==> config.mk <==
export PLATFORM = sky130hd
export DESIGN_NAME = display_scheduler_flat
export DESIGN_NICKNAME = d
export VERILOG_FILES = /design/src/rtl/display_scheduler_pkg.sv /design/src/rtl/display_scheduler_if.sv /design/src/rtl/display_scheduler_tick_divider.sv /design/src/rtl/display_scheduler.sv /design/src/flat_wrapper.sv
export SDC_FILE = /design/constraint.sdc
export NUM_CORES = 1
export LEC_CHECK = 0
export BUFFER_PORTS_ARGS = -buffer_cell sky130_fd_sc_hd__buf_2
export CAP_MARGIN = 20
export CORE_MARGIN = 2
export CORE_UTILIZATION = 35
export DETAILED_ROUTE_END_ITERATION = 6
export HOLD_SLACK_MARGIN = 0.05
export PLACE_DENSITY = 0.6
export SYNTH_ARGS = -nofsm -noshare
export SYNTH_HDL_FRONTEND = slang
export SYNTH_SLANG_ARGS = --single-unit
==> constraint.sdc <==
create_clock -name clk -period 2.9 [get_ports clk]
set_input_delay 0.58 -clock clk [delete_from_list [all_inputs] [get_ports clk]]
set_output_delay 0.58 -clock clk [all_outputs]
set_load 0.01 [all_outputs]
==> src/rtl/display_scheduler_pkg.sv <==
// display_scheduler_pkg
//   Shared definitions for the display scheduler slice:
//   - mode_e      : scheduler state, also the encoding presented on the mode output
//   - DEFAULT_BLANK_CODE : BCD code the decoder renders as all segments off
//   - blank_digit : replaces one 4-bit digit of a packed 4-digit word
package display_scheduler_pkg;

    typedef enum logic [1:0] {
        MODE_RUN   = 2'b00,
        MODE_EDIT  = 2'b01,
        MODE_ALARM = 2'b10
    } mode_e;

    localparam logic [3:0] DEFAULT_BLANK_CODE = 4'hF;

    // Returns d with digit number sel overwritten by code.
    function automatic logic [15:0] blank_digit(input logic [15:0] d,
                                                input logic [1:0]  sel,
                                                input logic [3:0]  code);
        logic [15:0] r;
        r = d;
        r[{sel, 2'b00} +: 4] = code;
        return r;
    endfunction

endpackage

==> src/rtl/display_scheduler_if.sv <==
// display_scheduler_if
//   Bundles the scheduler's source-side inputs and display-side outputs.
//   Signalling: there is no valid/ready handshake on this bus. edit_req and
//   alarm are levels sampled every clock; ack is a single-cycle pulse;
//   scan_enable is a single-cycle pulse; digit0..3 and mode are registered
//   and change only on clk edges.
//   master : the environment (timer core, button logic, display driver)
//   slave  : the scheduler itself
interface display_scheduler_if;
    import display_scheduler_pkg::*;

    logic [15:0] time_digits;   // [3:0]=digit0 ... [15:12]=digit3
    logic [15:0] edit_digits;   // same packing
    logic        edit_req;
    logic [1:0]  edit_sel;
    logic        alarm;
    logic        ack;
    logic        scan_enable;
    logic [3:0]  digit0;
    logic [3:0]  digit1;
    logic [3:0]  digit2;
    logic [3:0]  digit3;
    mode_e       mode;

    modport master (
        output time_digits, edit_digits, edit_req, edit_sel, alarm, ack,
        input  scan_enable, digit0, digit1, digit2, digit3, mode
    );

    modport slave (
        input  time_digits, edit_digits, edit_req, edit_sel, alarm, ack,
        output scan_enable, digit0, digit1, digit2, digit3, mode
    );

endinterface

==> src/rtl/display_scheduler_tick_divider.sv <==
// tick_divider
//   Modulo-DIV counter. wrap is high for the single cycle in which the count
//   sits at DIV-1; the count then returns to 0. clear forces the count to 0
//   on the next edge, like reset.
//   Ports: clk, reset (sync, active high), clear (sync), wrap (out).
module tick_divider #(
    parameter int DIV = 10
) (
    input  logic clk,
    input  logic reset,
    input  logic clear,
    output logic wrap
);

    localparam int W = (DIV > 1) ? $clog2(DIV) : 1;
    localparam logic [W-1:0] LAST = W'(DIV - 1);

    logic [W-1:0] count;

    always_ff @(posedge clk) begin
        if (reset || clear) begin
            count <= '0;
        end else if (count == LAST) begin
            count <= '0;
        end else begin
            count <= count + 1'b1;
        end
    end

    assign wrap = (count == LAST);

endmodule

==> src/rtl/display_scheduler.sv <==
// display_scheduler
//   Shares the 4-digit multiplexed seven-segment display between the running
//   timer and the user-edit source, generates the digit-scan enable, blinks
//   the digit under edit and flashes the display on alarm until acknowledged.
//   Ports:
//     clk   : system clock
//     reset : synchronous, active-high reset
//     bus   : display_scheduler_if.slave (sources in, scan/digits/mode out)
module display_scheduler
    import display_scheduler_pkg::*;
#(
    parameter int          CLK_HZ     = 100_000_000,
    parameter int          SCAN_HZ    = 500,
    parameter int          BLINK_HZ   = 2,
    parameter logic [3:0]  BLANK_CODE = DEFAULT_BLANK_CODE
) (
    input  logic                 clk,
    input  logic                 reset,
    display_scheduler_if.slave   bus
);

    localparam int SCAN_DIV  = CLK_HZ / SCAN_HZ;
    localparam int BLINK_DIV = CLK_HZ / (2 * BLINK_HZ);

    mode_e       state;
    mode_e       state_next;
    logic        alarm_q;
    logic        alarm_rise;
    logic        state_change;
    logic        scan_wrap;
    logic        blink_wrap;
    logic        phase_on;
    logic [15:0] digits_next;
    logic [15:0] digits_q;
    mode_e       mode_q;

    // Free-running scan tick; never cleared by mode changes.
    tick_divider #(.DIV(SCAN_DIV)) u_scan (
        .clk   (clk),
        .reset (reset),
        .clear (1'b0),
        .wrap  (scan_wrap)
    );

    // Blink timebase restarts whenever the state changes so every new mode
    // begins with a full ON half-period.
    tick_divider #(.DIV(BLINK_DIV)) u_blink (
        .clk   (clk),
        .reset (reset),
        .clear (state_change),
        .wrap  (blink_wrap)
    );

    assign alarm_rise   = bus.alarm && !alarm_q;
    assign state_change = (state_next != state);

    // Next-state logic: ALARM > EDIT > RUN. Only a fresh rising edge of alarm
    // enters ALARM, so a level still held after ack does not re-trigger.
    always_comb begin
        state_next = state;
        unique case (state)
            MODE_RUN: begin
                if (alarm_rise)        state_next = MODE_ALARM;
                else if (bus.edit_req) state_next = MODE_EDIT;
            end
            MODE_EDIT: begin
                if (alarm_rise)         state_next = MODE_ALARM;
                else if (!bus.edit_req) state_next = MODE_RUN;
            end
            MODE_ALARM: begin
                if (bus.ack) state_next = MODE_RUN;
            end
            default: state_next = MODE_RUN;
        endcase
    end

    always_ff @(posedge clk) begin
        if (reset) begin
            state    <= MODE_RUN;
            alarm_q  <= 1'b0;
            phase_on <= 1'b1;
        end else begin
            state   <= state_next;
            alarm_q <= bus.alarm;
            if (state_change) begin
                phase_on <= 1'b1;
            end else if (blink_wrap) begin
                phase_on <= !phase_on;
            end
        end
    end

    // Digit source selection for the current (registered) state and phase.
    always_comb begin
        digits_next = bus.time_digits;
        unique case (state)
            MODE_EDIT: begin
                if (phase_on) digits_next = bus.edit_digits;
                else          digits_next = blank_digit(bus.edit_digits, bus.edit_sel, BLANK_CODE);
            end
            MODE_ALARM: begin
                if (!phase_on) digits_next = {4{BLANK_CODE}};
            end
            default: digits_next = bus.time_digits;
        endcase
    end

    // mode is registered with the digits so it always names the state that
    // produced the digits currently on display.
    always_ff @(posedge clk) begin
        if (reset) begin
            digits_q <= {4{BLANK_CODE}};
            mode_q   <= MODE_RUN;
        end else begin
            digits_q <= digits_next;
            mode_q   <= state;
        end
    end

    assign bus.scan_enable = scan_wrap;
    assign bus.digit0      = digits_q[3:0];
    assign bus.digit1      = digits_q[7:4];
    assign bus.digit2      = digits_q[11:8];
    assign bus.digit3      = digits_q[15:12];
    assign bus.mode        = mode_q;

endmodule

==> src/flat_wrapper.sv <==
// flat-port wrapper written by rule: the top's interface ports become plain ports
module display_scheduler_flat import display_scheduler_pkg::*;
#(
    parameter int          CLK_HZ     = 100_000_000,
    parameter int          SCAN_HZ    = 500,
    parameter int          BLINK_HZ   = 2,
    parameter logic [3:0]  BLANK_CODE = DEFAULT_BLANK_CODE
)
  (clk, reset, bus_time_digits, bus_edit_digits, bus_edit_req, bus_edit_sel, bus_alarm, bus_ack, bus_scan_enable, bus_digit0, bus_digit1, bus_digit2, bus_digit3, bus_mode);
  display_scheduler_if bus_i ();
  input  logic clk;
  input  logic reset;
  input wire logic [$bits(bus_i.time_digits)-1:0] bus_time_digits;
  input wire logic [$bits(bus_i.edit_digits)-1:0] bus_edit_digits;
  input wire logic [$bits(bus_i.edit_req)-1:0] bus_edit_req;
  input wire logic [$bits(bus_i.edit_sel)-1:0] bus_edit_sel;
  input wire logic [$bits(bus_i.alarm)-1:0] bus_alarm;
  input wire logic [$bits(bus_i.ack)-1:0] bus_ack;
  output wire logic [$bits(bus_i.scan_enable)-1:0] bus_scan_enable;
  output wire logic [$bits(bus_i.digit0)-1:0] bus_digit0;
  output wire logic [$bits(bus_i.digit1)-1:0] bus_digit1;
  output wire logic [$bits(bus_i.digit2)-1:0] bus_digit2;
  output wire logic [$bits(bus_i.digit3)-1:0] bus_digit3;
  output wire logic [$bits(bus_i.mode)-1:0] bus_mode;
  assign bus_i.time_digits = bus_time_digits;
  assign bus_i.edit_digits = bus_edit_digits;
  assign bus_i.edit_req = bus_edit_req;
  assign bus_i.edit_sel = bus_edit_sel;
  assign bus_i.alarm = bus_alarm;
  assign bus_i.ack = bus_ack;
  assign bus_scan_enable = bus_i.scan_enable;
  assign bus_digit0 = bus_i.digit0;
  assign bus_digit1 = bus_i.digit1;
  assign bus_digit2 = bus_i.digit2;
  assign bus_digit3 = bus_i.digit3;
  assign bus_mode = bus_i.mode;
  display_scheduler #(.CLK_HZ(CLK_HZ), .SCAN_HZ(SCAN_HZ), .BLINK_HZ(BLINK_HZ), .BLANK_CODE(BLANK_CODE)) u_core (.clk(clk), .reset(reset), .bus(bus_i));
endmodule
* Word level (Yosys, flattened, before mapping)
Index checks and enable logic that the tools add are counted.
** Cells by class
- Add/sub/neg operators :: 3
- Multiply operators :: 0
- Divide/modulo/power cells :: 0
- $lt $le $gt $ge :: 0
- Eq/ne operators :: 5
- Shift operators :: 2
- Muxes and demuxes :: 10
- Bitwise logic cells :: 0
- Reductions and logical operators :: 8
** Operators with widths (number)
- 2-to-1 mux 16 bit :: 2
- case mux 16 bit (2 select lines) :: 1
- adder 25 x 1 -> 25 bit (second input constant) :: 1
- == test 25 bit (second input constant) :: 1
- adder 18 x 1 -> 18 bit (second input constant) :: 1
- == test 18 bit (second input constant) :: 1
- bitwise mux 16 bit :: 1
- variable shift 4 x 6 -> 16 bit (first input constant) :: 1
- variable part select 4 x 6 -> 16 bit (first input constant) :: 1
- 2-to-1 mux 2 bit :: 5
- negator 4 -> 6 bit :: 1
- case mux 2 bit (3 select lines) :: 1
- OR reduction 2 bit :: 3
- == test 2 x 1 -> 1 bit (second input constant) :: 1
- == test 2 bit (second input constant) :: 1
- logical NOT 1 bit :: 2
- logical NOT 2 bit :: 1
- inequality test 2 bit :: 1
- logical AND 1 bit :: 1
- logical OR 1 bit :: 1
** Word-level totals
- Bits in registers :: 65
- Bits in latches :: 0
- Memory bits (writable) :: 0
- ROM bits :: 0
- Bits of input ports :: 39
- Output and inout bits :: 19
- Logic and storage cells :: 35
- Memories :: 0

* Depth between registers and ports, before layout
Gate-level depths: netlist of the first run.
- Word-level depth :: 7
- Gate-level depth with buffers :: 9

* By module
A second synthesis of the first run with hierarchy kept.
** Second synthesis, totals
- Cell total of the unflattened synthesis :: 394
- Area total of the unflattened synthesis :: 3458.3 µm²
** By module, submodules not included
- display_scheduler :: times used 1, cells an instance 158, area an instance 1335.0 µm², sequential area each 440.4 µm²
- tick_divider (u_core.u_blink) :: times used 1, cells an instance 133, area an instance 1196.1 µm², sequential area each 500.5 µm²
- tick_divider (u_core.u_scan) :: times used 1, cells an instance 103, area an instance 927.1 µm², sequential area each 360.3 µm²

* Least setup slack after synthesis of the first run
Ideal clock, no wire load.
- Kind :: register to register
- Start :: register u_core.state[1]
- End :: register u_core.digits_q[2]
- Setup time :: 0.123 ns
- Arrival :: 1.825 ns
- Data required time :: 2.777 ns
- Setup slack :: 0.952 ns
- Cell stages (with the launch flop) :: 9
- Path buffers :: 3
- Cell sequence :: dfxtp_1 -> inv_1 -> ha_1 -> clkbuf_1 -> nor2b_1 -> clkbuf_1 -> buf_2 -> a21oi_1 -> or2_2
** On the way
- Longest elaborated chain between the ends :: 2
- Elaborated cells on any way between the ends :: 3
- Classes of those cells :: 2 x eq/ne; 1 x mux
** RTL lines
- start: declaration :: line display_scheduler.sv:25 : mode_e state;
- start signal: assignment :: line display_scheduler.sv:83 : state <= state_next;
- == test 2 bit or == test 2 x 1 -> 1 bit (tied branches) :: line display_scheduler.sv:96 : unique case (state)
- case mux 16 bit (2 select lines) * :: line display_scheduler.sv:96
- end signal: assignment :: line display_scheduler.sv:112 : digits_q <= {4{BLANK_CODE}};
- end signal: assignment :: line display_scheduler.sv:115 : digits_q <= digits_next;
- end: declaration :: line display_scheduler.sv:34 : logic [15:0] digits_q;
Mark *: on every way between the ends. The rest lies on a longest branch, timed or not.
A chain may end at the register's enable or synchronous reset.

* Worst setup path in the final report of the first run
- Start :: register u_core.u_scan.count[0]
- End :: output port bus_scan_enable
** On the way
- Longest elaborated chain between the ends :: 1
** RTL lines
- start: declaration :: line display_scheduler_tick_divider.sv:18 : logic [W-1:0] count;
- start signal: assignment :: line display_scheduler_tick_divider.sv:26 : count <= count + 1'b1;
- == test 18 bit :: line display_scheduler_tick_divider.sv:30 : assign wrap = (count == LAST);
- end: declaration :: line flat_wrapper.sv:19 : output wire logic [$bits(bus_i.scan_enable)-1:0] bus_scan_enable;
No other way between the ends.

==> results of run 1 <==
[through the flow]
step | area [um^2] | util [%] | hold slack [ns] | power [W] | std cells
after floorplan | 3080 | - | 0.417 | 0.00110 | 376
after global placement | 3440 | 39.9 | 0.434 | 0.00117 | 527
after detailed placement | 3440 | 39.9 | 0.438 | 0.00118 | 527
after CTS | 3640 | 42.1 | 0.453 | 0.00195 | 543
after global routing | 3640 | 42.1 | 0.476 | 0.00202 | 543
final | 3640 | 42.1 | 0.449 | 0.00192 | 543
[worst max-delay path: cells and delay by family (launching register included)]
family                   cells  cell delay [ns]
buffers and inverters        1             0.15
flip-flops                   1             0.36
AND/OR/NAND/NOR              4             0.78
adder cells (fa/ha/maj)      1             0.21
[cell type report]
cell class,count,area (um^2),area share (%)
Clock inverter,5,55.1,1.51
Clock buffer,11,141,3.89
Timing Repair Buffer,59,300,8.25
Sequential cell,65,1300,35.8
Tap cell,108,135,3.71
Inverter,4,15.0,0.413
Multi-Input combinational cell,291,1690,46.5
[sequential cells by signal (all words and copies together) (netlist names)]
signal,count
u_core.alarm_q,1
u_core.bus.mode,2
u_core.digits_q,16
u_core.phase_on,1
u_core.state,2
u_core.u_blink.count,25
u_core.u_scan.count,18
[how the worst max path moves through the flow]
stage	to	from	depth (start not counted)	slack (ns)
detailed placement	u_core.phase_on	bus_alarm	6	0.78
global route	bus_scan_enable	u_core.u_scan.count[0]	6	0.33
global placement	u_core.phase_on	bus_alarm	6	0.85
finish	bus_scan_enable	u_core.u_scan.count[0]	6	0.51
floorplan	u_core.digits_q[2]	u_core.state[1]	8	0.95
CTS	bus_scan_enable	u_core.u_scan.count[0]	6	0.50
[metal layers]
metal / vias up / wire length [um]
li1: 1385 / -
met1: 1228 / 3250
met2: 59 / 3000
met3: 16 / 266
met4: 0 / 169
met5: - / 0
[synthesized netlist by cell type, types with 2 or more instances]
cell                       number  area [um^2]
sky130_fd_sc_hd__dfxtp_1       65         1300
sky130_fd_sc_hd__nor2_1        55          206
sky130_fd_sc_hd__nand2_1       46          173
sky130_fd_sc_hd__a21oi_1       32          160
sky130_fd_sc_hd__xor2_1        32          280
sky130_fd_sc_hd__nand4_1       17          106
sky130_fd_sc_hd__o21ai_0       17         85.1
sky130_fd_sc_hd__or2_2         17          106
sky130_fd_sc_hd__nand3_1       14         70.1
sky130_fd_sc_hd__clkbuf_1      11         41.3
sky130_fd_sc_hd__and3_1         8         50.1
sky130_fd_sc_hd__xnor2_1        8         70.1
sky130_fd_sc_hd__and4_1         7         61.3
sky130_fd_sc_hd__ha_1           6         75.1
sky130_fd_sc_hd__nor3_1         6         30.0
sky130_fd_sc_hd__inv_1          4         15.0
sky130_fd_sc_hd__nor2b_1        4         25.0
sky130_fd_sc_hd__buf_2          3         15.0
sky130_fd_sc_hd__nor4b_1        3         26.3
sky130_fd_sc_hd__a211oi_1       2         15.0
sky130_fd_sc_hd__nand2b_1       2         12.5
sky130_fd_sc_hd__nor3b_1        2         15.0
sky130_fd_sc_hd__nor4_1         2         12.5
[power groups by stage]
| stage | Clock (W) | Combinational, W | Sequential (W) |
|---|---|---|---|
| after detailed placement | 0 | 0.000219 | 0.000959 |
| final | 0.000760 | 0.000219 | 0.000938 |
| after floorplan | 0 | 0.000130 | 0.000969 |
| after global routing | 0.000833 | 0.000247 | 0.000941 |
| after CTS | 0.000787 | 0.000221 | 0.000938 |
| after global placement | 0 | 0.000215 | 0.000958 |
[cell families after synthesis]
| group | share of synthesized area, % |
|---|---|
| flip-flops | 42.2 |
| adder cells (fa/ha/maj) | 2.44 |
| XOR/XNOR | 11.4 |
| AO/OA/AOI/OAI | 10.1 |
| buffers and inverters | 2.92 |
| AND/OR/NAND/NOR | 30.9 |
==> impl_metrics.prom, run 1 <==
# TYPE chip_impl_metric gauge
chip_impl_info{name="worstHoldPathType",value="reg -> reg"} 1
chip_impl_metric{name="start_util",unit="%"} 35.7
chip_impl_metric{name="reg_power_share",unit="%"} 48.9
chip_impl_info{name="worstSetupPathType",value="reg -> out"} 1
chip_impl_metric{name="core.rowCount",unit=""} 34
chip_impl_metric{name="synth_warnings",unit=""} 0
chip_impl_info{name="crit_path_top_delay_cell",value="sky130_fd_sc_hd__dfxtp_1"} 1
chip_impl_metric{name="detailedRoute.firstIterationViolations",unit=""} 104
chip_impl_metric{name="gp_routability_congestion",unit=""} 0.815
chip_impl_metric{name="totalWireLength",unit="um"} 6690
chip_impl_metric{name="globalRouteMet2Util",unit="%"} 24.6
chip_impl_metric{name="period_minus_slack",unit="ns"} 2.39
chip_impl_metric{name="clk_transition_reported_paths",unit="ns"} 0.06
chip_impl_metric{name="worst_slew_pin_slew",unit="ns"} 0.786
chip_impl_metric{name="final-max-slew-violation-count",unit=""} 0
chip_impl_metric{name="placement.io_buffers",unit=""} 57
chip_impl_metric{name="setup_ws",unit="ns"} 0.507
chip_impl_metric{name="syn_inst",unit=""} 376
chip_impl_metric{name="synthToLayoutAreaGrowth",unit="%"} 18.1
chip_impl_metric{name="final-setup-viol-count",unit=""} 0
chip_impl_info{name="final_cell_mix",value="65 x sky130_fd_sc_hd__dfxtp_1, 57 x sky130_fd_sc_hd__buf_2, 55 x sky130_fd_sc_hd__nor2_1"} 1
chip_impl_metric{name="grt.overflow.total",unit=""} 0
chip_impl_metric{name="p_per_cell_area",unit="nW/um^2"} 527
chip_impl_metric{name="net_sw_share",unit="%"} 25.1
chip_impl_metric{name="crit_path_arrival_time",unit="ns"} 1.81
chip_impl_metric{name="clk-insertion-delay-late",unit="ns"} 0.34
chip_impl_info{name="gr-max-usage-layer",value="met2"} 1
chip_impl_metric{name="worst-path-max-fanout",unit=""} 5
chip_impl_metric{name="cts_hold_buf",unit=""} 0
chip_impl_info{name="cpMostUsedCell",value="sky130_fd_sc_hd__nor2_1"} 1
chip_impl_metric{name="core_area",unit="um^2"} 8640
chip_impl_info{name="final_common_cell",value="sky130_fd_sc_hd__dfxtp_1"} 1
chip_impl_metric{name="vias_per_cell",unit=""} 4.95
chip_impl_metric{name="seq_cells_post_synth",unit=""} 65
chip_impl_metric{name="grt_use_met1",unit="%"} 18.6
chip_impl_metric{name="worst_ep_required_time",unit="ns"} 2.32
chip_impl_metric{name="count_of_cells_resized_by_post_cts_repair",unit=""} 0
chip_impl_metric{name="final_hold_viol_count",unit=""} 0
chip_impl_metric{name="clock_tree.htree_level_count",unit=""} 3
chip_impl_info{name="holdPathEnd",value="u_core.u_scan.count[0]"} 1
chip_impl_metric{name="max-clock-path-buffers",unit=""} 2
chip_impl_metric{name="antenna_found_initial",unit=""} 0
chip_impl_metric{name="hold_depth",unit=""} 1
chip_impl_metric{name="slowest_delay",unit="ns"} 0.36
chip_impl_info{name="grt_setup_unrepaired",value="no"} 1
chip_impl_metric{name="post_layout_nets",unit=""} 475
chip_impl_metric{name="met3_usage",unit="%"} 3.15
chip_impl_metric{name="wl_per_cell",unit="um"} 12.3
chip_impl_metric{name="drc_violation_count_after_routing",unit=""} 0
chip_impl_metric{name="setup_tns",unit="ns"} 0
chip_impl_metric{name="post_route_cells_drive_above_1_share",unit="%"} 21.8
chip_impl_metric{name="syn_area_per_cell",unit="um^2"} 8.20
chip_impl_metric{name="timing.max_cap.violations",unit=""} 0
chip_impl_metric{name="die_height",unit="um"} 97.8
chip_impl_metric{name="post-dp-hpwl",unit="um"} 4650
chip_impl_metric{name="synth_seq_area_share",unit="%"} 42.2
chip_impl_metric{name="yosys.cell_types.count",unit=""} 36
chip_impl_info{name="r2r-end",value="u_core.digits_q[10]"} 1
chip_impl_metric{name="post-route-period-util",unit="%"} 82.5
chip_impl_metric{name="dieWidth",unit="um"} 97.8
chip_impl_metric{name="reg2reg_depth",unit=""} 6
chip_impl_metric{name="comb_power_share",unit="%"} 11.4
chip_impl_metric{name="worst_slew_margin_rel",unit="%"} 47.1
chip_impl_metric{name="post_synth_edffs",unit=""} 0
chip_impl_info{name="worstSetupEndpointType",value="output pin"} 1
chip_impl_metric{name="ant_nets",unit=""} 0
chip_impl_metric{name="drtPass1Iterations",unit=""} 4
chip_impl_metric{name="timing.reg2reg.setup_slack",unit="ns"} 0.80
chip_impl_metric{name="die_area",unit="um^2"} 9570
chip_impl_metric{name="detailedPlace.worstSlack",unit="ns"} 0.783
chip_impl_metric{name="vias_in_the_first_global_route",unit=""} 2731
chip_impl_metric{name="power.net_switching",unit="W"} 0.000481
chip_impl_metric{name="num_io_pins",unit=""} 58
chip_impl_metric{name="fillerInstances",unit=""} 898
chip_impl_metric{name="clock_network_fraction_of_design_power",unit="%"} 39.6
chip_impl_info{name="cts.root.buffer_cell",value="sky130_fd_sc_hd__clkbuf_8"} 1
chip_impl_info{name="ys.flop_type",value="sky130_fd_sc_hd__dfxtp_1"} 1
chip_impl_metric{name="routed-via-count",unit=""} 2688
chip_impl_metric{name="num_antenna_cells",unit=""} 0
chip_impl_metric{name="postCtsSetupBuffers",unit=""} 0
chip_impl_metric{name="fin_worst_skew",unit="ns"} 0.0119
chip_impl_metric{name="grt_util_all_layers",unit="%"} 14.9
chip_impl_metric{name="maxClockFrequency",unit="MHz"} 418
chip_impl_metric{name="leakage",unit="nW"} 1.48
chip_impl_info{name="worst_hold_startpoint",value="u_core.u_scan.count[0]"} 1
chip_impl_metric{name="async_flop_share",unit="%"} 0
chip_impl_metric{name="maximum_number_of_pins_on_one_net_before_global_route_repair",unit=""} 33
chip_impl_metric{name="cell_area_synth",unit="um^2"} 3080
chip_impl_info{name="result_of_the_run",value="finished clean"} 1
chip_impl_metric{name="p_int",unit="W"} 0.00144
chip_impl_info{name="rr_startpoint",value="u_core.state[1]"} 1
chip_impl_info{name="crit_path_start_kind",value="flip-flop"} 1
chip_impl_info{name="crit_chain",value="ha_1, nand2_1, nor2_1, nand4b_1, nor2_1, buf_2"} 1
chip_impl_metric{name="vdd_drop_max",unit="mV"} 0.184
chip_impl_metric{name="grt_pass1_wl",unit="um"} 11900
chip_impl_metric{name="clkSinkCount",unit=""} 65
chip_impl_metric{name="numCtsBuffers",unit=""} 9
chip_impl_metric{name="postSynthNetCount",unit=""} 421
chip_impl_info{name="cts_tree",value="done"} 1
No activity file was read; power rests on OpenSTA's default activity.
==> inputs of run 2 (changes only) <==
==> constraint.sdc (replaced) <==
create_clock -name clk -period 2.3 [get_ports clk]
set_input_delay 0.46 -clock clk [delete_from_list [all_inputs] [get_ports clk]]
set_output_delay 0.46 -clock clk [all_outputs]
set_load 0.01 [all_outputs]
==> run 2 against run 1 <==
Effect of this change: sequential power rose by 26%; utilization rose by 1.4 points; combinational power rose by 30%; via count rose by 2.2%; routed wire length rose by 0.55%; clock-buffer cell count fell by 2; first-iteration DRC count fell by 13%; clock power rose by 61%; design area rose by 3.3%; critical endpoint is now u_core.phase_on; largest cell class unchanged; highest routed layer unchanged.
==> impl_metrics.prom, run 2 (same netlist as run 1, synthesis figures left out) <==
# TYPE chip_impl_metric gauge
chip_impl_metric{name="final_hold_viol_count",unit=""} 0
chip_impl_metric{name="vias_per_cell",unit=""} 4.98
chip_impl_metric{name="placed_area",unit="um^2"} 3500
chip_impl_metric{name="maxClockFrequency",unit="MHz"} 489
chip_impl_metric{name="postLayoutCoreUtil",unit="%"} 43.5
chip_impl_metric{name="worst_slew_margin_rel",unit="%"} 69.2
chip_impl_metric{name="globalRouteMet2Util",unit="%"} 23.3
chip_impl_metric{name="drc_violation_count_after_routing",unit=""} 0
chip_impl_metric{name="reg2reg_depth",unit=""} 7
chip_impl_info{name="r2r-end",value="u_core.phase_on"} 1
chip_impl_metric{name="grt_util_all_layers",unit="%"} 14.8
chip_impl_info{name="result_of_the_run",value="finished clean"} 1
chip_impl_info{name="worstSetupEndpointType",value="flip-flop"} 1
chip_impl_metric{name="routed-via-count",unit=""} 2746
chip_impl_metric{name="clk-insertion-delay-late",unit="ns"} 0.35
chip_impl_metric{name="num_antenna_cells",unit=""} 0
chip_impl_metric{name="count_of_cells_resized_by_post_cts_repair",unit=""} 0
chip_impl_info{name="holdPathEnd",value="u_core.alarm_q"} 1
chip_impl_metric{name="start_util",unit="%"} 35.7
chip_impl_metric{name="grt.overflow.total",unit=""} 0
chip_impl_metric{name="ant_nets",unit=""} 0
chip_impl_metric{name="maximum_number_of_pins_on_one_net_before_global_route_repair",unit=""} 33
chip_impl_metric{name="final-instance-count-excl-fill",unit=""} 551
chip_impl_metric{name="post-place-cells",unit=""} 535
chip_impl_metric{name="num_io_pins",unit=""} 58
chip_impl_info{name="crit_path_start_kind",value="flip-flop"} 1
chip_impl_metric{name="grt_use_met1",unit="%"} 18.4
chip_impl_metric{name="numCtsBuffers",unit=""} 9
chip_impl_metric{name="grt_pass1_wl",unit="um"} 11700
chip_impl_metric{name="comb_power_share",unit="%"} 10.6
chip_impl_metric{name="clkSinkCount",unit=""} 65
chip_impl_info{name="grt_setup_unrepaired",value="no"} 1
chip_impl_metric{name="met3_usage",unit="%"} 4.08
chip_impl_metric{name="net_sw_share",unit="%"} 24.7
chip_impl_metric{name="number_of_flip_flops_in_the_largest_register",unit=""} 25
chip_impl_metric{name="hold_depth",unit=""} 2
chip_impl_info{name="cts.root.buffer_cell",value="sky130_fd_sc_hd__clkbuf_8"} 1
chip_impl_metric{name="vias_in_the_first_global_route",unit=""} 2556
chip_impl_metric{name="dieWidth",unit="um"} 97.8
chip_impl_metric{name="clock_network_fraction_of_design_power",unit="%"} 45.3
chip_impl_metric{name="postLayoutCellArea",unit="um^2"} 3760
chip_impl_metric{name="fin_worst_skew",unit="ns"} 0.00845
chip_impl_metric{name="final-max-slew-violation-count",unit=""} 0
chip_impl_metric{name="die_height",unit="um"} 97.8
chip_impl_metric{name="timing.max_cap.violations",unit=""} 0
chip_impl_metric{name="timing.reg2reg.setup_slack",unit="ns"} 0.25
chip_impl_metric{name="post_layout_nets",unit=""} 483
chip_impl_metric{name="final-setup-viol-count",unit=""} 0
chip_impl_metric{name="postCtsSetupBuffers",unit=""} 0
chip_impl_metric{name="clk_transition_reported_paths",unit="ns"} 0.08
chip_impl_metric{name="totalWireLength",unit="um"} 6720
chip_impl_metric{name="gp_routability_congestion",unit=""} 0.839
chip_impl_info{name="worstHoldPathType",value="in -> reg"} 1
chip_impl_metric{name="leakage",unit="nW"} 1.55
chip_impl_info{name="max_flop_register",value="u_core.u_blink.count"} 1
chip_impl_info{name="worstSetupPathType",value="reg -> reg"} 1
chip_impl_metric{name="core.rowCount",unit=""} 34
chip_impl_info{name="cts_tree",value="done"} 1
chip_impl_metric{name="worst_ep_required_time",unit="ns"} 2.55
chip_impl_info{name="gr-max-usage-layer",value="met2"} 1
chip_impl_metric{name="antenna_found_initial",unit=""} 0
chip_impl_metric{name="wl_per_cell",unit="um"} 12.2
chip_impl_metric{name="clock_tree.htree_level_count",unit=""} 3
chip_impl_info{name="top_regs",value="u_core.u_blink.count (25), u_core.u_scan.count (18), u_core.digits_q (16)"} 1
chip_impl_metric{name="post-dp-hpwl",unit="um"} 4760
chip_impl_metric{name="power.net_switching",unit="W"} 0.000664
chip_impl_metric{name="drtPass1Iterations",unit=""} 4
chip_impl_metric{name="worst-path-max-fanout",unit=""} 7
chip_impl_metric{name="placement.io_buffers",unit=""} 57
chip_impl_info{name="rr_startpoint",value="u_core.state[1]"} 1
chip_impl_metric{name="crit_path_arrival_time",unit="ns"} 2.29
chip_impl_metric{name="synthToLayoutAreaGrowth",unit="%"} 21.9
chip_impl_metric{name="core_area",unit="um^2"} 8640
chip_impl_metric{name="post_route_cells_drive_above_1_share",unit="%"} 23.7
chip_impl_metric{name="worst_slew_pin_slew",unit="ns"} 0.461
chip_impl_info{name="worst_hold_startpoint",value="bus_alarm"} 1
chip_impl_metric{name="p_int",unit="W"} 0.00202
chip_impl_metric{name="reg_power_share",unit="%"} 44.1
chip_impl_info{name="final_cell_mix",value="65 x sky130_fd_sc_hd__dfxtp_1, 57 x sky130_fd_sc_hd__buf_2, 55 x sky130_fd_sc_hd__nor2_1"} 1
chip_impl_metric{name="max-clock-path-buffers",unit=""} 2
chip_impl_metric{name="post-route-period-util",unit="%"} 89.0
chip_impl_metric{name="vdd_drop_max",unit="mV"} 0.324
chip_impl_metric{name="cts_hold_buf",unit=""} 0
chip_impl_metric{name="detailedRoute.firstIterationViolations",unit=""} 91
chip_impl_metric{name="setup_tns",unit="ns"} 0
chip_impl_metric{name="period_minus_slack",unit="ns"} 2.05
chip_impl_metric{name="p_per_cell_area",unit="nW/um^2"} 714
chip_impl_metric{name="die_area",unit="um^2"} 9570
chip_impl_info{name="final_common_cell",value="sky130_fd_sc_hd__dfxtp_1"} 1
==> run 2: changes by cell type in the layout (fill, tap and decap cells not counted) <==
cell                         change
sky130_fd_sc_hd__clkbuf_8        -1
sky130_fd_sc_hd__bufinv_16       +2
sky130_fd_sc_hd__a221oi_2        +1
sky130_fd_sc_hd__a221oi_1        -1
sky130_fd_sc_hd__inv_6           +2
sky130_fd_sc_hd__buf_4           +8
sky130_fd_sc_hd__clkbuf_1        -1
sky130_fd_sc_hd__clkinv_4        +2
sky130_fd_sc_hd__clkinv_2        -2
sky130_fd_sc_hd__clkinvlp_4      -2
==> run 2: how the worst max path moves through the flow <==
stage | start | endpoint | slack, ns
final | u_core.state[1] | u_core.phase_on | 0.25
after global routing | u_core.state[1] | u_core.u_blink.count[19] | 0.04
after detailed placement | u_core.state[0] | u_core.phase_on | 0.21
after global placement | u_core.state[1] | u_core.phase_on | 0.27
after floorplan | u_core.state[1] | u_core.digits_q[2] | 0.35
after CTS | u_core.state[0] | u_core.phase_on | 0.18
==> run 2: layout make-up <==
class	count	area, um^2
tap	108	135
multi-input combinational	291	1700
timing repair buffer	67	360
sequential	65	1300
clock buffer	9	124
fill	869	4880
inverter	4	15.0
clock inverter	7	125
==> run 2: routing by layer <==
metal | up-vias | wire length, um
li1 | 1408 | -
met1 | 1264 | 3200
met2 | 61 | 3000
met3 | 13 | 365
met4 | 0 | 154
met5 | - | 0
==> run 2: power groups by stage <==
stage                     logic (W)  clock network, W  registers (W)
after global routing       0.000319           0.00130        0.00119
after CTS                  0.000284           0.00125        0.00118
after detailed placement   0.000282                 0        0.00121
after floorplan            0.000164                 0        0.00122
final                      0.000285           0.00122        0.00118
after global placement     0.000278                 0        0.00121
==> run 2: worst max-delay path: stages (launching register included) <==
cell and delay [ns]:
sky130_fd_sc_hd__dfxtp_1 0.37, sky130_fd_sc_hd__inv_1 0.14, sky130_fd_sc_hd__ha_1 0.23, sky130_fd_sc_hd__nor2_1 0.08, sky130_fd_sc_hd__or2_2 0.29, sky130_fd_sc_hd__a31oi_1 0.32, sky130_fd_sc_hd__nand3_1 0.28, sky130_fd_sc_hd__nand2b_1 0.23
==> run 2: metrics by stage <==
| stage | total power [W] | hold WS (ns) | worst slack (ns) |
|---|---|---|---|
| final | 0.00268 | 0.359 | 0.253 |
| after global routing | 0.00280 | 0.352 | 0.0356 |
| after global placement | 0.00149 | 0.427 | 0.274 |
| after floorplan | 0.00139 | 0.417 | 0.352 |
| after detailed placement | 0.00149 | 0.434 | 0.212 |
| after CTS | 0.00272 | 0.353 | 0.183 |
==> inputs of run 3 (changes only) <==
--- a/config.mk
+++ b/config.mk
@@ -12,6 +12,7 @@
 export DETAILED_ROUTE_END_ITERATION = 6
 export HOLD_SLACK_MARGIN = 0.05
 export PLACE_DENSITY = 0.6
+export REMOVE_ABC_BUFFERS = 1
 export SYNTH_ARGS = -nofsm -noshare
 export SYNTH_HDL_FRONTEND = slang
 export SYNTH_SLANG_ARGS = --single-unit
==> run 3 against run 2 <==
Effect of this change: critical path depth stayed put; die area did not move; routed wire length increased by 0.33%; utilization decreased by 1.2 points; fmax down 0.50%; critical endpoint unchanged; sequential power about the same; combinational power barely moved; sequential share of layout area up 0.95 points; power decreased by 15%; first-iteration DRC count increased by 3.3%.
==> impl_metrics.prom, run 3 (same netlist as run 1, synthesis figures left out) <==
# TYPE chip_impl_metric gauge
chip_impl_metric{name="numCtsBuffers",unit=""} 9
chip_impl_metric{name="setup_tns",unit="ns"} 0
chip_impl_info{name="critical_path_startpoint",value="u_core.state[1]"} 1
chip_impl_info{name="rr_startpoint",value="u_core.state[1]"} 1
chip_impl_metric{name="count_of_cells_resized_by_post_cts_repair",unit=""} 0
chip_impl_metric{name="vdd_drop_max",unit="mV"} 0.491
chip_impl_info{name="result_of_the_run",value="finished clean"} 1
chip_impl_metric{name="num_io_pins",unit=""} 58
chip_impl_metric{name="postLayoutCellArea",unit="um^2"} 3660
chip_impl_metric{name="grt_pass1_wl",unit="um"} 11300
chip_impl_info{name="grt_setup_unrepaired",value="no"} 1
chip_impl_metric{name="post_layout_nets",unit=""} 482
chip_impl_metric{name="seq_area",unit="um^2"} 1300
chip_impl_metric{name="p_per_cell_area",unit="nW/um^2"} 625
chip_impl_metric{name="timing.max_cap.violations",unit=""} 0
chip_impl_metric{name="post-route-period-util",unit="%"} 89.4
chip_impl_metric{name="start_util",unit="%"} 35.7
chip_impl_metric{name="dieWidth",unit="um"} 97.8
chip_impl_metric{name="final-instance-count-excl-fill",unit=""} 549
chip_impl_metric{name="die_area",unit="um^2"} 9570
chip_impl_info{name="top_regs",value="u_core.u_blink.count (25), u_core.u_scan.count (18), u_core.digits_q (16)"} 1
chip_impl_metric{name="placed_area",unit="um^2"} 3490
chip_impl_metric{name="timing.reg2reg.setup_slack",unit="ns"} 0.24
chip_impl_metric{name="drc_violation_count_after_routing",unit=""} 0
chip_impl_metric{name="maxClockFrequency",unit="MHz"} 486
chip_impl_metric{name="area_occupied_by_multi_input_gates",unit="um^2"} 1690
chip_impl_metric{name="placement.io_buffers",unit=""} 57
chip_impl_info{name="cts.root.buffer_cell",value="sky130_fd_sc_hd__clkbuf_8"} 1
chip_impl_metric{name="crit_path_arrival_time",unit="ns"} 2.28
chip_impl_metric{name="maximum_number_of_pins_on_one_net_before_global_route_repair",unit=""} 33
chip_impl_metric{name="synthToLayoutAreaGrowth",unit="%"} 18.7
chip_impl_metric{name="detailedRoute.firstIterationViolations",unit=""} 94
chip_impl_metric{name="power",unit="W"} 0.00229
chip_impl_metric{name="comb_power_share",unit="%"} 12.6
chip_impl_info{name="worstSetupEndpointType",value="flip-flop"} 1
chip_impl_metric{name="clk-insertion-delay-late",unit="ns"} 0.33
chip_impl_info{name="final_common_cell",value="sky130_fd_sc_hd__dfxtp_1"} 1
chip_impl_metric{name="num_antenna_cells",unit=""} 0
chip_impl_info{name="r2r-end",value="u_core.phase_on"} 1
chip_impl_metric{name="core_area",unit="um^2"} 8640
chip_impl_metric{name="postCtsSetupBuffers",unit=""} 0
chip_impl_info{name="worst_hold_startpoint",value="bus_alarm"} 1
chip_impl_info{name="worstSetupPathType",value="reg -> reg"} 1
chip_impl_metric{name="power.net_switching",unit="W"} 0.000581
chip_impl_metric{name="max-clock-path-buffers",unit=""} 2
chip_impl_metric{name="worst-path-max-fanout",unit=""} 7
chip_impl_metric{name="period_minus_slack",unit="ns"} 2.06
chip_impl_metric{name="totalWireLength",unit="um"} 6740
chip_impl_metric{name="fin_worst_skew",unit="ns"} 0.00503
chip_impl_metric{name="drtPass1Iterations",unit=""} 4
chip_impl_metric{name="post_route_cells_drive_above_1_share",unit="%"} 22.7
chip_impl_metric{name="cts_hold_buf",unit=""} 0
chip_impl_metric{name="die_height",unit="um"} 97.8
chip_impl_info{name="worstHoldPathType",value="in -> reg"} 1
chip_impl_metric{name="worst_slew_margin_rel",unit="%"} 50.1
chip_impl_metric{name="gp_routability_congestion",unit=""} 0.796
chip_impl_metric{name="postLayoutCoreUtil",unit="%"} 42.4
chip_impl_metric{name="grt_util_all_layers",unit="%"} 14.2
chip_impl_metric{name="core.rowCount",unit=""} 34
chip_impl_metric{name="reg2reg_depth",unit=""} 7
chip_impl_metric{name="wl_per_cell",unit="um"} 12.3
chip_impl_info{name="crit_path_start_kind",value="flip-flop"} 1
chip_impl_info{name="max_flop_register",value="u_core.u_blink.count"} 1
chip_impl_metric{name="reg_power_share",unit="%"} 51.7
chip_impl_metric{name="number_of_flip_flops_in_the_largest_register",unit=""} 25
chip_impl_metric{name="vias_per_cell",unit=""} 4.91
chip_impl_metric{name="final_hold_viol_count",unit=""} 0
chip_impl_metric{name="leakage",unit="nW"} 1.50
chip_impl_metric{name="grt.overflow.total",unit=""} 0
chip_impl_metric{name="clock_network_fraction_of_design_power",unit="%"} 35.7
chip_impl_metric{name="vias_in_the_first_global_route",unit=""} 2478
chip_impl_metric{name="fillerInstances",unit=""} 886
chip_impl_metric{name="ant_nets",unit=""} 0
chip_impl_metric{name="routed-via-count",unit=""} 2698
chip_impl_metric{name="post-place-cells",unit=""} 534
chip_impl_metric{name="clock_tree.htree_level_count",unit=""} 3
chip_impl_metric{name="final-setup-viol-count",unit=""} 0
chip_impl_metric{name="final-max-slew-violation-count",unit=""} 0
chip_impl_metric{name="p_int",unit="W"} 0.00170
chip_impl_metric{name="clkSinkCount",unit=""} 65
chip_impl_metric{name="clk_transition_reported_paths",unit="ns"} 0.07
chip_impl_metric{name="post-dp-hpwl",unit="um"} 4720
chip_impl_info{name="timing.critical_path.to",value="u_core.phase_on"} 1
chip_impl_info{name="final_cell_mix",value="65 x sky130_fd_sc_hd__dfxtp_1, 57 x sky130_fd_sc_hd__buf_2, 55 x sky130_fd_sc_hd__nor2_1"} 1
chip_impl_metric{name="antenna_found_initial",unit=""} 0
chip_impl_metric{name="worst_slew_pin_slew",unit="ns"} 0.746
chip_impl_metric{name="net_sw_share",unit="%"} 25.4
chip_impl_metric{name="worst_ep_required_time",unit="ns"} 2.52
chip_impl_info{name="cts_tree",value="done"} 1
-- run 3: changes by cell type in the layout (fill, tap and decap cells not counted), sizes merged --
cell,change
clkbuf,+3
inv,-2
bufinv,-3
buf,-1
clkinvlp,+1
-- run 3: through the flow --
step / hold slack [ns] / worst slack, ns
3_5_place_dp: 0.437 / 0.251
5_1_grt: 0.355 / 0.00849
3_3_place_gp: 0.429 / 0.284
6_report: 0.367 / 0.243
4_1_cts: 0.360 / 0.199
2_1_floorplan: 0.418 / -0.000340
-- run 3: how the worst min path moves through the flow --
stage | cells after the start | to | slack (ns)
after floorplan | 1 | u_core.u_blink.count[0] | 0.42
after global placement | 1 | u_core.u_scan.count[0] | 0.43
after detailed placement | 1 | u_core.u_scan.count[0] | 0.44
after CTS | 2 | u_core.alarm_q | 0.36
after global routing | 2 | u_core.alarm_q | 0.35
final | 2 | u_core.alarm_q | 0.37
-- run 3: power groups by stage --
stage | sequential [W] | clock [W] | combinational, W
6_report | 0.00118 | 0.000815 | 0.000287
3_3_place_gp | 0.00121 | 0 | 0.000281
3_5_place_dp | 0.00121 | 0 | 0.000286
2_1_floorplan | 0.00122 | 0 | 0.000149
5_1_grt | 0.00118 | 0.000902 | 0.000322
4_1_cts | 0.00118 | 0.000856 | 0.000288
-- run 3: layout make-up --
cell class | instances | area share (%)
sequential | 65 | 35.6
tap | 108 | 3.69
clock buffer | 12 | 3.97
clock inverter | 3 | 0.479
inverter | 4 | 0.411
timing repair buffer | 66 | 9.65
multi-input combinational | 291 | 46.2
-- run 3: metal layers --
layer  vias to the layer above  wire length (um)  global-route usage, %
li1                       1402                 -                      -
met1                      1244              3220                   18.2
met2                        46              3200                   23.1
met3                         6               254                   4.22
met4                         0                67                   4.49
met5                         -                 0                      0
-- run 3: worst max-delay path: stages, from the launching register on --
cell and delay (ns):
sky130_fd_sc_hd__dfxtp_1 0.36, sky130_fd_sc_hd__inv_1 0.14, sky130_fd_sc_hd__ha_1 0.24, sky130_fd_sc_hd__nor2_1 0.09, sky130_fd_sc_hd__or2_2 0.29, sky130_fd_sc_hd__a31oi_1 0.32
sky130_fd_sc_hd__nand3_1 0.28, sky130_fd_sc_hd__nand2b_1 0.23
